### src/rtl/cic3_pkg.sv
// cic3_pkg: shared constants and types for the third-order CIC decimator.
// The filter is fixed: order 3, decimation 16, differential delay 1,
// 14-bit two's-complement datapath. Every accumulator wraps modulo 2^14.
// The DC gain is 16^3 = 4096, so outputs stay within -4096..+4096.
package cic3_pkg;
  localparam int CIC_ORDER      = 3;
  localparam int CIC_DECIM      = 16;
  localparam int CIC_DIFF_DELAY = 1;
  localparam int CIC_WIDTH      = 14;
  localparam int CIC_CNT_W      = $clog2(CIC_DECIM);

  typedef logic signed [CIC_WIDTH-1:0] cic_word_t;
endpackage

### src/rtl/cic_comb_stage.sv
// cic_comb_stage: one CIC differentiator running at the decimated rate.
//   clk      : modulator clock
//   reset_n  : async active-low reset, clears the delay register
//   i_en     : decimation strobe; the delay register loads only when it is high
//   i_x      : stage input, taken from the previous stage
//   o_y      : i_x - (i_x captured on the previous strobe); combinational
module cic_comb_stage
  import cic3_pkg::*;
(
  input  logic      clk,
  input  logic      reset_n,
  input  logic      i_en,
  input  cic_word_t i_x,
  output cic_word_t o_y
);

  cic_word_t r_d;

  always_ff @(posedge clk or negedge reset_n) begin
    if (!reset_n)  r_d <= '0;
    else if (i_en) r_d <= i_x;
  end

  assign o_y = i_x - r_d;

endmodule

### src/rtl/cic3_echip_65.sv
// cic3_echip_65: third-order CIC decimator (R=16, M=1). It converts the 1-bit
// sigma-delta stream into 14-bit signed PCM words.
//   clk      : modulator clock; all state updates on its rising edge
//   reset_n  : async active-low reset, clears every register
//   in       : modulator bit, 1 -> +1, 0 -> -1
//   out      : filtered word, updated once every 16 clocks and held between updates
// Integrators run at the input rate. The comb chain is combinational off i3.
// Its delay registers and the output register load on the cnt==15 edge.
module cic3_echip_65
  import cic3_pkg::*;
(
  input  logic             clk,
  input  logic             reset_n,
  input  logic             in,
  output logic signed [13:0] out
);

  cic_word_t              r_i1, r_i2, r_i3;
  logic [CIC_CNT_W-1:0]   r_cnt;
  cic_word_t              r_out;
  cic_word_t              w_x;
  logic                   w_dump;
  cic_word_t              w_c [CIC_ORDER+1];

  assign w_x    = in ? 14'sd1 : -14'sd1;
  assign w_dump = (r_cnt == CIC_CNT_W'(CIC_DECIM - 1));

  // Each integrator adds the pre-edge value of the stage before it. Wrap is
  // harmless because the comb differences cancel the overflow exactly.
  always_ff @(posedge clk or negedge reset_n) begin
    if (!reset_n) begin
      r_i1  <= '0;
      r_i2  <= '0;
      r_i3  <= '0;
      r_cnt <= '0;
    end else begin
      r_i1  <= r_i1 + w_x;
      r_i2  <= r_i2 + r_i1;
      r_i3  <= r_i3 + r_i2;
      r_cnt <= r_cnt + 1'b1;
    end
  end

  assign w_c[0] = r_i3;

  for (genvar g = 0; g < CIC_ORDER; g++) begin : g_comb
    cic_comb_stage u_stage (
      .clk     (clk),
      .reset_n (reset_n),
      .i_en    (w_dump),
      .i_x     (w_c[g]),
      .o_y     (w_c[g+1])
    );
  end

  always_ff @(posedge clk or negedge reset_n) begin
    if (!reset_n)    r_out <= '0;
    else if (w_dump) r_out <= w_c[CIC_ORDER];
  end

  assign out = r_out;

endmodule

### config.mk
export PLATFORM = sky130hd
export DESIGN_NAME = cic3_echip_65
export DESIGN_NICKNAME = d
export VERILOG_FILES = /design/src/rtl/cic3_pkg.sv /design/src/rtl/cic_comb_stage.sv /design/src/rtl/cic3_echip_65.sv
export SDC_FILE = /design/constraint.sdc
export NUM_CORES = 1
export LEC_CHECK = 0
export CORE_MARGIN = 4
export CORE_UTILIZATION = 35
export DETAILED_ROUTE_END_ITERATION = 16
export PLACE_DENSITY = 0.54
export SKIP_CTS_REPAIR_TIMING = 1
export SYNTH_ARGS = -nofsm -noshare
export SYNTH_HDL_FRONTEND = slang
export SYNTH_SLANG_ARGS = --single-unit
### constraint.sdc
create_clock -name clk -period 6.6 [get_ports clk]
set_clock_uncertainty 0.2 [all_clocks]
set_input_delay 1.32 -clock clk [delete_from_list [all_inputs] [get_ports clk]]
set_output_delay 1.32 -clock clk [all_outputs]
set_load 0.005 [all_outputs]
==> run_results.csv <==
group,metric,value,unit
synth,yosysMostFrequentCell,"dfrtp_1",
place,hpwl,7960,µm
timing,slew_violations,0,
worst_hold_path,hold_class,"reg -> reg",
global_routing,grt_use_total,0.106,
synth,synth-seq-cells,102,
clock_tree,clockBufferDepth,2,
route,ant_nets,0,
route,routedWlPerCell,11.8,µm
route,vias_per_cell,4.83,
timing,setup_viol,0,
route,drt_pass1_iterations,4,
layout,final_cell_area,7280,µm²
critical_path,cp.arrival,5110,ps
synth,synth_edf_count,0,
clock_tree,clock-sinks,102,
synth,synth_top_area_share,0.389,
synth,yosysUniqueCellTypes,51,
synth,syn-num-nets,726,
critical_path,path_max_fanout,5,
synth,synthCells,639,
clock_tree,clk_pin_slew,70,ps
layout,num_antenna_cells,0,
clock_tree,clock_latency,350,ps
critical_path,setup.worst_path.start_class,"register",
synth,synth_common_cells,"dfrtp_1 (102), ha_1 (78), inv_1 (68), xnor2_1 (50), o21ai_0 (42)",
place,gp_congestion,0.738,
clock_tree,numCtsBuffers,9,
timing,period_minus_slack,5050,ps
route,routed_wl,10500,µm
synth,yosys_warnings,0,
clock_tree,cts_tree,"built",
critical_path,critical_path_required,6670,ps
die,dieArea,21000,µm²
synth,yosysTopAreaCell,"dfrtp_1",
die,fp.dieH,145,µm
critical_path,criticalPathCategory,"reg -> reg",
clock_tree,cts-root-buf,"clkbuf_16",
timing,slew_headroom,0.476,
timing,fmax,198,MHz
global_routing,first_global_vias,4398,
timing,post-route-period-util,0.764,
layout,final_core_util,0.400,
global_routing,grt_start_max_net_pins,77,
synth,ys_seq_area_frac,0.389,
route,num_vias,4319,
route,drc,0,
die,initial_core_util,0.361,
clock_tree,ctsHtreeMaxLevel,3,
place,dpl_cell_area,7000,µm²
place,post-place-ws,1560,ps
critical_path,r2r_cells,20,
die,die_w,145,µm
synth,async_flop_share,1.00,
synth,synthFlopType,"dfrtp_1",
global_routing,antenna_found_initial,0,
timing,hold_violations,0,
die,rows,49,
synth,avgSynthCellArea,10.3,µm²
outcome,status,"completed",
timing,fin_setup_tns,0,ps
timing,rsz0062_at_grt,"false",
route,dr.first_iter.drc_count,182,
critical_path,end_kind,"register",
die,core_area,18200,µm²
place,port_buffers,16,
die,io_pins,17,
timing,setup_ws,1550,ps
global_routing,grt_pass1_wl,19100,µm
timing,worst_pin_slew,786,ps
synth,synth_area_leaders,"dfrtp_1 (39%), ha_1 (15%), xnor2_1 (6.7%)",
layout,syn2layout_area_growth,10.9,%
synth,synth_area,6570,µm²
layout,drive_above_1_share,0.105,
worst_hold_path,holdPathStages,1,
layout,final_nets,747,
run,cap_violations,0,
global_routing,overflow,0,
## area by class of cell
| cell class | instances | area (µm²) |
|---|---|---|
| clock inverter | 3 | 18.8 |
| clock buffer | 13 | 260 |
| inverter | 68 | 255 |
| multi-input combinational | 461 | 3740 |
| sequential | 102 | 2550 |
| fill | 1761 | 10900 |
| tap | 229 | 287 |
| timing repair buffer | 18 | 173 |
## registers in the layout, summed over array words and instances (netlist names)
name,flops
g_comb.u_stage.r_d,42
out,14
r_cnt,4
r_i1,14
r_i2,14
r_i3,14
## worst max-delay path, cell delays in order (launching register included)
cell,delay (ps)
dfrtp_1,380
ha_1,230
fa_1,410
nor2b_1,130
o21a_1,130
or2_2,120
xor2_1,190
ha_1,330
o2111a_2,210
a2111oi_4,430
xnor2_1,140
ha_1,230
or3_1,370
o21ai_0,90
a21oi_1,100
o41ai_2,310
o21ai_1,160
a21o_1,230
a21oi_4,150
xor3_1,310
o21ai_1,120
## cells by family (layout without fill, tap and decap cells)
family                     Yosys count  after routing  synth area share
adders and majority gates           84             84             0.167
DFF                                102            102             0.389
and+or+nand+nor                    117            117            0.0838
xor gates and xnor gates            76             76             0.104
buffers and inverters               76            102            0.0434
AOI/OAI and AO/OA                  148            148             0.152
muxes                               36             36            0.0617
## layer usage
metal,part of all wire,GRT usage,vias to the layer above
met1,0.46,0.125,2006
li1,-,-,2261
met4,0.014,0.0280,0
met3,0.028,0.0293,10
met5,0,0,-
met2,0.50,0.190,42
## per-stage QoR
stage	hold WS, ps	cells
after global placement	234	878
final	250	894
after CTS	258	894
after detailed placement	246	878
after global routing	272	894
after floorplan	221	639
## final timing paths
| check | from | end | slack, ps |
|---|---|---|---|
| max in group asynchronous | reset_n | r_i1[6]$_DFF_PN0_ | 4300 |
| min in group asynchronous | reset_n | out[2]$_DFFE_PN0N_ | 800 |
| min reg2reg | r_cnt[0]$_DFF_PN0_ | r_cnt[0]$_DFF_PN0_ | 250 |
| max reg2reg | g_comb[0].u_stage.r_d[0]$_DFFE_PN0N_ | out[13]$_DFFE_PN0N_ | 1550 |
| min | r_cnt[0]$_DFF_PN0_ | r_cnt[0]$_DFF_PN0_ | 250 |
| max | g_comb[0].u_stage.r_d[0]$_DFFE_PN0N_ | out[13]$_DFFE_PN0N_ | 1550 |
## cells in the final DEF, fill, tap and decap left out, types with 3 or more instances in the layout
cell	synthesis	routed
or2_2	3	3
o21a_1	8	8
a21boi_0	4	4
inv_1	68	68
nor2b_1	12	12
or3_1	5	5
a211o_1	3	3
mux2_2	36	36
clkbuf_16	0	9
nand2b_1	4	4
o21ai_0	42	42
nand3_1	10	9
o21ai_1	3	3
fa_1	6	6
nor3_1	10	10
buf_4	0	3
dfrtp_1	102	102
a41oi_1	3	3
ha_1	78	78
a21oi_1	39	39
o21bai_1	7	7
xor2_1	25	25
xnor2_1	50	50
nand2_1	39	39
clkdlybuf4s50_1	0	15
a21o_1	18	18
nor2_1	28	28
Power is not shown: default switching activity piles up to over one toggle a cycle in this logic, so the estimate is an artifact.
